<file path="src/rtl/rf_pkg.sv">
// Shared register-file constants: default geometry, zero-register address,
// ABI register indices used by the decoder, and read-source selection.
package rf_pkg;

   localparam int RF_DATA_W    = 32;
   localparam int RF_ADDR_W    = 5;
   localparam int RF_NREAD     = 2;
   localparam int RF_ZERO_ADDR = 0;

   localparam int REG_ZERO = 0;
   localparam int REG_AT   = 1;
   localparam int REG_V0   = 2;
   localparam int REG_V1   = 3;
   localparam int REG_A0   = 4;
   localparam int REG_A1   = 5;
   localparam int REG_A2   = 6;
   localparam int REG_A3   = 7;
   localparam int REG_GP   = 28;
   localparam int REG_SP   = 29;
   localparam int REG_FP   = 30;
   localparam int REG_RA   = 31;

   typedef enum logic [1:0] {
      SRC_MEM    = 2'd0,
      SRC_BYPASS = 2'd1,
      SRC_ZERO   = 2'd2
   } rd_src_e;

   // True when addr names the hard-wired zero register of this configuration.
   function automatic logic is_zero_reg(input int zero_reg, input int addr);
      return (zero_reg != 0) && (addr == RF_ZERO_ADDR);
   endfunction

endpackage

</file>
<file path="src/rtl/rf_scoreboard.sv">
// Pending-write scoreboard: one busy bit per register, set by issue of a
// long-latency producer, cleared by its writeback; set wins on collision.
module rf_scoreboard
   import rf_pkg::*;
#(
   parameter int ADDR_W   = RF_ADDR_W,
   parameter int NREAD    = RF_NREAD,
   parameter int ZERO_REG = 1,
   parameter int BYPASS   = 1
) (
   input  logic                    clk,
   input  logic                    reset,
   input  logic                    wen,
   input  logic [ADDR_W-1:0]       waddr,
   input  logic                    bset,
   input  logic [ADDR_W-1:0]       baddr,
   input  logic [NREAD*ADDR_W-1:0] raddr,
   output logic [NREAD-1:0]        rbusy,
   output logic                    busy_any
);

   localparam int DEPTH = 1 << ADDR_W;

   logic [DEPTH-1:0] busy;
   logic [DEPTH-1:0] busy_nxt;

   always_comb begin
      busy_nxt = busy;
      if (wen) busy_nxt[waddr] = 1'b0;
      // Applied after the clear so a same-cycle reissue keeps the register busy.
      if (bset && !is_zero_reg(ZERO_REG, int'(baddr))) busy_nxt[baddr] = 1'b1;
      if (ZERO_REG != 0) busy_nxt[RF_ZERO_ADDR] = 1'b0;
   end

   always_ff @(posedge clk or posedge reset) begin
      if (reset) busy <= '0;
      else       busy <= busy_nxt;
   end

   for (genvar i = 0; i < NREAD; i++) begin : g_port
      logic [ADDR_W-1:0] ra;
      logic              fwd;
      assign ra       = raddr[i*ADDR_W +: ADDR_W];
      // A port fed by the bypass this cycle already has its value.
      assign fwd      = (BYPASS != 0) && wen && (waddr == ra);
      assign rbusy[i] = busy[ra] & ~fwd;
   end

   assign busy_any = |busy;

endmodule

</file>
<file path="src/rtl/regfile_mp.sv">
// Parametrised multi-read-port register file with optional write bypass,
// optional hard-wired zero register and a pending-write scoreboard.
module regfile_mp
   import rf_pkg::*;
#(
   parameter int DATA_W   = RF_DATA_W,
   parameter int ADDR_W   = RF_ADDR_W,
   parameter int NREAD    = RF_NREAD,
   parameter int ZERO_REG = 1,
   parameter int BYPASS   = 1
) (
   input  logic                    clk,
   input  logic                    reset,
   input  logic [NREAD*ADDR_W-1:0] raddr,
   output logic [NREAD*DATA_W-1:0] rdata,
   output logic [NREAD-1:0]        rbusy,
   input  logic                    wen,
   input  logic [ADDR_W-1:0]       waddr,
   input  logic [DATA_W-1:0]       wdata,
   input  logic                    bset,
   input  logic [ADDR_W-1:0]       baddr,
   output logic                    busy_any
);

   localparam int DEPTH = 1 << ADDR_W;

   logic [DATA_W-1:0] mem [DEPTH];
   logic              wr_ok;

   // Reset masks the write so it cannot leak through the bypass either.
   assign wr_ok = wen & ~reset & ~is_zero_reg(ZERO_REG, int'(waddr));

   always_ff @(posedge clk or posedge reset) begin
      if (reset) begin
         for (int r = 0; r < DEPTH; r++) mem[r] <= '0;
      end else if (wr_ok) begin
         mem[waddr] <= wdata;
      end
   end

   for (genvar i = 0; i < NREAD; i++) begin : g_rd
      logic [ADDR_W-1:0] ra;
      logic [DATA_W-1:0] rd;
      rd_src_e           src;

      assign ra = raddr[i*ADDR_W +: ADDR_W];

      always_comb begin
         src = SRC_MEM;
         if (reset || is_zero_reg(ZERO_REG, int'(ra))) src = SRC_ZERO;
         else if ((BYPASS != 0) && wr_ok && (waddr == ra)) src = SRC_BYPASS;
      end

      always_comb begin
         rd = mem[ra];
         case (src)
            SRC_BYPASS: rd = wdata;
            SRC_ZERO:   rd = '0;
            default:    rd = mem[ra];
         endcase
      end

      assign rdata[i*DATA_W +: DATA_W] = rd;
   end

   rf_scoreboard #(
      .ADDR_W   (ADDR_W),
      .NREAD    (NREAD),
      .ZERO_REG (ZERO_REG),
      .BYPASS   (BYPASS)
   ) u_sb (
      .clk      (clk),
      .reset    (reset),
      .wen      (wen),
      .waddr    (waddr),
      .bset     (bset),
      .baddr    (baddr),
      .raddr    (raddr),
      .rbusy    (rbusy),
      .busy_any (busy_any)
   );

endmodule

</file>
<file path="config.mk">
export PLATFORM = sky130hd
export DESIGN_NAME = regfile_mp
export DESIGN_NICKNAME = d
export VERILOG_FILES = /design/src/rtl/rf_pkg.sv /design/src/rtl/rf_scoreboard.sv /design/src/rtl/regfile_mp.sv
export SDC_FILE = /design/constraint.sdc
export NUM_CORES = 2
export LEC_CHECK = 0
export BUFFER_PORTS_ARGS = -buffer_cell sky130_fd_sc_hd__buf_4
export CELL_PAD_IN_SITES_DETAIL_PLACEMENT = 0
export CELL_PAD_IN_SITES_GLOBAL_PLACEMENT = 1
export CORE_MARGIN = 4
export CORE_UTILIZATION = 45
export DETAILED_ROUTE_END_ITERATION = 10
export GPL_ROUTABILITY_DRIVEN = 0
export GPL_TIMING_DRIVEN = 0
export PLACE_DENSITY_LB_ADDON = 0.1
export SYNTH_ARGS = -nofsm -noshare
export SYNTH_HDL_FRONTEND = slang
export SYNTH_SLANG_ARGS = --single-unit
</file>
<file path="constraint.sdc">
create_clock -name clk -period 38.2 [get_ports clk]
set_input_delay 9.55 -clock clk [delete_from_list [all_inputs] [get_ports clk]]
set_output_delay 9.55 -clock clk [all_outputs]
set_load 0.05 [all_outputs]
</file>
======== After elaboration in Yosys (flattened, before gate mapping) ========
Index checks and enable logic that the tools add are counted.
Widths: inputs -> output; s select.
word-level totals
  register bits after elaboration ......... 1055
  input bits .............................. 56
  word-level logic and storage cells ...... 104
  output and inout bits ................... 67
operators by class
  eq/ne operators ......................... 6
  magnitude comparators ................... 10
  muxes and demuxes ....................... 25
  bitwise gates (word level) .............. 14
  reduce and logical (&&, ||, !) cells .... 16
operators with widths
  operator            number
  $bwmux 1024         1
  $bmux 32 s5         2
  $mux 32             7
  $demux 32 s5        1
  $pmux 32 s2         2
  $and 32x32->32      1
  $not 32->32         1
  $or 32x32->32       1
  $reduce_or 31->1    1
  $lt 5x6->1 const B  4
  $logic_not 5->1     4
  $ge 6x6->1 const B  3
  $not 5->6           3
  $bmux 1 s5          2
  $demux 1 s5         2
  $eq 5x5->1          2
  $ge 5x1->1 const B  2
  $logic_and 1x1->1   8
  $lt 6x1->1 const B  1
  $mux 1              6
  $and 1x1->1         4
  $eq 2x1->1 const B  2
  $eq 2x2->1 const B  2
  $mux 2              2
  other kinds (3)     7

======== Depth between registers and ports, before layout ========
  depth after elaboration ................. 9
  depth in mapped cells ................... 10
  depth with buffers taken out ............ 5

======== Modules after synthesis ========
A second synthesis with hierarchy kept.
unflattened totals
  cells, all modules ...................... 3720
  area total of the unflattened synthesis .. 56559.2 µm²
modules (own cells, without submodules)
  module         cells each  area an instance (µm²)  instances
  regfile_mp     3515        54514.8                 1
  rf_scoreboard  205         2044.5                  1

======== Worst setup path before layout ========
Ideal clock, no wire load.
  kind .................................... input -> output
  start ................................... in waddr[2]
  end ..................................... out rdata[11]
  path buffers ............................ 2
  stages on the path ...................... 6
  arrival ................................. 12.422 ns
  setup slack ............................. 16.228 ns
  cell sequence ........................... clkbuf_1 -> or3_4 -> o311ai_2 -> o21ai_1 -> buf_2 -> o41ai_1
between the ends
  cells in the longest elaborated chain, start to end .. 8
ends and longest elaborated chain
  element                                          line              text
  from (decl)                                      regfile_mp.sv:18  input logic [ADDR_W-1:0] waddr,
  $logic_not 5->1                                  rf_pkg.sv:31      return (zero_reg != 0) && (addr == RF_ZERO_ADDR);
  $not 1->1                                        regfile_mp.sv:31  assign wr_ok = wen & ~reset & ~is_zero_reg(ZERO_REG, int'(waddr));
  $and 1x1->1                                      regfile_mp.sv:31
  $logic_and 1x1->1 *                              regfile_mp.sv:51  else if ((BYPASS != 0) && wr_ok && (waddr == ra)) src = SRC_BYPASS;
  $mux 1 *                                         regfile_mp.sv:51
  $mux 2 *                                         regfile_mp.sv:50  if (reset || is_zero_reg(ZERO_REG, int'(ra))) src = SRC_ZERO;
  $eq 2x2->1 / $eq 2x1->1 (equally long branches)  regfile_mp.sv:56  case (src)
  $pmux 32 s2 *                                    regfile_mp.sv:56
  to (decl)                                        regfile_mp.sv:15  output logic [NREAD*DATA_W-1:0] rdata,
Every way passes the cells marked *; elsewhere a longest branch is shown, timed or not.

======== Worst setup path in the final report ========
  start ................................... in raddr[1]
  end ..................................... out rdata[26]
between the ends
  cells in the longest elaborated chain, start to end .. 6
ends and longest elaborated chain
  element                                              line              text
  from (decl)                                          regfile_mp.sv:14  input logic [NREAD*ADDR_W-1:0] raddr,
  branches (longest 5 deep; another with $bmux 32 s5)  --
  $pmux 32 s2 *                                        regfile_mp.sv:56
Every way passes the cells marked *. The select of a mux whose other input is x is not followed.

==> load_flow_metrics.sql <==
INSERT INTO impl_metrics (metric_group, metric, value, unit) VALUES
('setup_path', 'worstSetupEndpointType', 'output pin', ''),
('global_route', 'grt_pass1_vias', '42590', ''),
('cts', 'htreeDepth', '3', ''),
('power', 'vdd_drop_max', '0.03967', 'mV'),
('setup_path', 'worst_r2r_endpoint', 'mem[275]$_DFFE_PP0P_', ''),
('floorplanning', 'floorplan.die_area', '132500', 'µm²'),
('setup_path', 'crit-reg2reg-launch', 'mem[275]$_DFFE_PP0P_', ''),
('synth', 'synth-adder-area-share', '0', '%'),
('synth', 'synthesis.area', '57050', 'µm²'),
('sta', 'timing.slew.headroom', '-15.82', '%'),
('setup_path', 'timing.critical_path.to', 'rdata[26]', ''),
('floorplanning', 'placement_rows', '130', ''),
('synth', 'netlist_instances', '3959', ''),
('floorplanning', 'core_region_area', '125700', 'µm²'),
('route', 'route.detailed.drc', '0', ''),
('setup_path', 'largest_delay_contributor_family_on_the_critical_path', 'buffers and inverters', ''),
('route', 'vias_per_cell', '7.389', ''),
('cells_and_area', 'drive_above_1_share', '46.84', '%'),
('setup_path', 'cp.arrival', '14.19', 'ns'),
('route', 'num_vias', '44330', ''),
('synth', 'synth.area.mux_share', '41.54', '%'),
('synth', 'ys_warn_count', '0', ''),
('power', 'power-per-cell-area', '49.99', 'nW/µm²'),
('route', 'antenna_left', '0', ''),
('sta', 'finalCritPeriodShare', '62.16', '%'),
('cts', 'clk_latency', '0.81', 'ns'),
('sta', 'final_slew_violations', '168', ''),
('power', 'leak', '29.36', 'nW'),
('global_route', 'wire_length_of_the_first_global_routing_pass', '385500', 'µm'),
('route', 'drt-wirelength-per-cell', '48.72', 'µm'),
('sta', 'worst_slew_pin_slew', '1.737', 'ns'),
('cells_and_area', 'syn2layout_area_growth', '13.72', '%'),
('synth', 'ys_dominant_reg_cell', 'sky130_fd_sc_hd__dfrtp_1', ''),
('power', 'switching_share', '30.24', '%'),
('sta', 'hold_viol_final', '0', ''),
('setup_path', 'cp_num_cells', '8', ''),
('sta', 'hold_ws', '0.4762', 'ns'),
('synth', 'mappedNetlistNets', '4015', ''),
('route', 'drtIter0Drc', '6949', ''),
('setup_path', 'cp_common_cell', 'sky130_fd_sc_hd__buf_2', ''),
('power', 'share_clk_of_total_power', '37.7', '%'),
('run_status', 'violated_checks', 'max-capacitance violations, max-slew violations', ''),
('synth', 'synth_simple_gate_area_share', '2.520', '%'),
('power', 'p_comb_share', '19.8', '%'),
('cts', 'cts_root_buf', 'sky130_fd_sc_hd__clkbuf_16', ''),
('flow_run', 'max_cap_violations', '21', ''),
('global_route', 'pin_count_of_the_biggest_net_entering_global_routing', '41', ''),
('route', 'drt_wl_total', '292300', 'µm'),
('cells_and_area', 'finalNetCount', '4286', ''),
('synth', 'yosys.area_share.xor_xnor', '0.1535', '%'),
('cts', 'ctsResizeCount', '0', ''),
('run_status', 'outcome', 'finished with violations', ''),
('synth', 'synth_top_family_by_area', 'multiplexers', ''),
('min_path', 'hp-class', 'register to register', ''),
('synth', 'synth_compound_area_share', '5.652', '%'),
('placement', 'portBuffers', '112', ''),
('cts', 'buffer_count_from_post_cts_setup_fixing', '0', ''),
('floorplanning', 'die_x', '364.1', 'µm'),
('global_route', 'grt_antenna_before_repair', '38', ''),
('setup_path', 'ff_to_ff_path_depth', '1', ''),
('global_route', 'grtUsageTotal', '43.88', '%'),
('setup_path', 'worst-path-buf-inv', '4', ''),
('setup_path', 'setup.worst_path.class', 'input pin to output pin', ''),
('cts', 'cts.reportedPaths.clkPinSlew', '0.06', 'ns'),
('cts', 'cts_tree', 'yes', ''),
('sta', 'setup_violations', '0', ''),
('setup_path', 'worst-path-max-fanout', '10', ''),
('power', 'post-layout-total-power', '0.003243', 'W'),
('global_route', 'grt-ovfl-total', '0', ''),
('sta', 'fin_crit', '23.74', 'ns'),
('setup_path', 'timing.critical_path.slowest_stage_cell', 'sky130_fd_sc_hd__clkbuf_1', '');
## power groups by stage
stage	clock network (W)	logic [W]	registers, W
after CTS	0.00122	0.000620	0.00137
after global routing	0.00127	0.000657	0.00139
after global placement	0	0.000602	0.00139
after detailed placement	0	0.000618	0.00139
after floorplan	0	0.000413	0.00136
final	0.00122	0.000642	0.00138
## cell usage after synthesis (all sizes together) (4+ instances only)
library cell | instances | area (µm²)
a22oi | 70 | 525.5
o22ai | 71 | 444.2
o21ai | 106 | 530.5
a22o | 34 | 297.8
a31oi | 5 | 31.28
a41oi | 11 | 96.34
a21oi | 33 | 165.2
xnor2 | 9 | 78.83
a32o | 31 | 310.3
nand3b | 11 | 82.58
a221o | 15 | 150.1
mux4 | 417 | 9422
or3b | 6 | 52.55
o41ai | 7 | 98.85
nand2 | 81 | 304.0
a221oi | 37 | 324.1
buf | 225 | 1365
or3 | 4 | 30.03
nand2b | 31 | 193.9
nand3 | 57 | 285.3
nor4 | 8 | 50.05
o211ai | 23 | 172.7
nor2b | 13 | 81.33
mux2i | 281 | 2813
nor2 | 22 | 85.09
mux2 | 1018 | 11460
clkbuf | 222 | 833.3
dfrtp | 1055 | 26400
nor3 | 26 | 130.1
## cell usage in the layout (no fill, tap or decap), drive strengths merged, types with 34 or more instances in the layout
| cell | netlist | routed |
|---|---|---|
| a22oi | 70 | 70 |
| buf | 225 | 373 |
| dfrtp | 1055 | 1055 |
| a221oi | 37 | 37 |
| clkbuf | 222 | 405 |
| mux2 | 1018 | 1018 |
| mux2i | 281 | 281 |
| o22ai | 71 | 71 |
| a22o | 34 | 34 |
| o21ai | 106 | 106 |
| nand3 | 57 | 57 |
| nand2 | 81 | 81 |
| mux4 | 417 | 417 |
## logic make-up (layout without fill, tap and decap cells)
| logic type | Yosys count | in the layout |
|---|---|---|
| muxes | 1716 | 1716 |
| DFF | 1055 | 1055 |
| AOI/OAI and AO/OA | 451 | 451 |
| buffers and inverters | 448 | 814 |
| and+or+nand+nor | 279 | 279 |
| xor gates and xnor gates | 10 | 10 |
| other | 0 | 25 |
## metal layers
layer | global-route usage (%) | up-vias | part of all wire, %
met3 | 19.58 | 1188 | 14
li1 | - | 15970 | -
met4 | 34.04 | 6 | 10
met5 | 0.6536 | - | 0.060
met1 | 53.93 | 23540 | 36
met2 | 60.05 | 3629 | 40
## cell type report
cell class,count,area (µm²)
Buffer,447,2266
Inverter,1,7.507
Fill cell,10860,60850
Clock buffer,183,3541
Clock inverter,35,514.2
Multi-Input combinational cell,2456,28460
Tap cell,1650,2064
Sequential cell,1055,26400
Antenna cell,25,62.56
Timing Repair Buffer,148,1567
## how the worst min path moves through the flow
| stage | cells after the start | to | from | slack [ns] |
|---|---|---|---|---|
| after floorplan | 1 | mem[1001]$_DFFE_PP0P_ | mem[1001]$_DFFE_PP0P_ | 0.44 |
| after global placement | 1 | mem[1012]$_DFFE_PP0P_ | mem[1012]$_DFFE_PP0P_ | 0.45 |
| after detailed placement | 1 | mem[1012]$_DFFE_PP0P_ | mem[1012]$_DFFE_PP0P_ | 0.47 |
| after CTS | 1 | mem[1012]$_DFFE_PP0P_ | mem[1012]$_DFFE_PP0P_ | 0.48 |
| after global routing | 1 | mem[1001]$_DFFE_PP0P_ | mem[1001]$_DFFE_PP0P_ | 0.50 |
| final | 1 | mem[993]$_DFFE_PP0P_ | mem[993]$_DFFE_PP0P_ | 0.48 |
## flip-flops by register name, indices dropped and copies added, names as in the netlist
register	flops
mem	1024
u_sb.busy	31
## through the flow
stage          setup slack, ns  instances  util, %  area [µm²]
2_1_floorplan            14.10       3959        -       57050
3_3_place_gp             7.064       5721    47.69       59960
3_5_place_dp             14.82       5756    48.31       60740
4_1_cts                  14.81       5974    51.53       64790
5_1_grt                  14.79       5981    51.56       64830
6_report                 14.46       6000    51.60       64880
(Power assumes the default switching activity.)
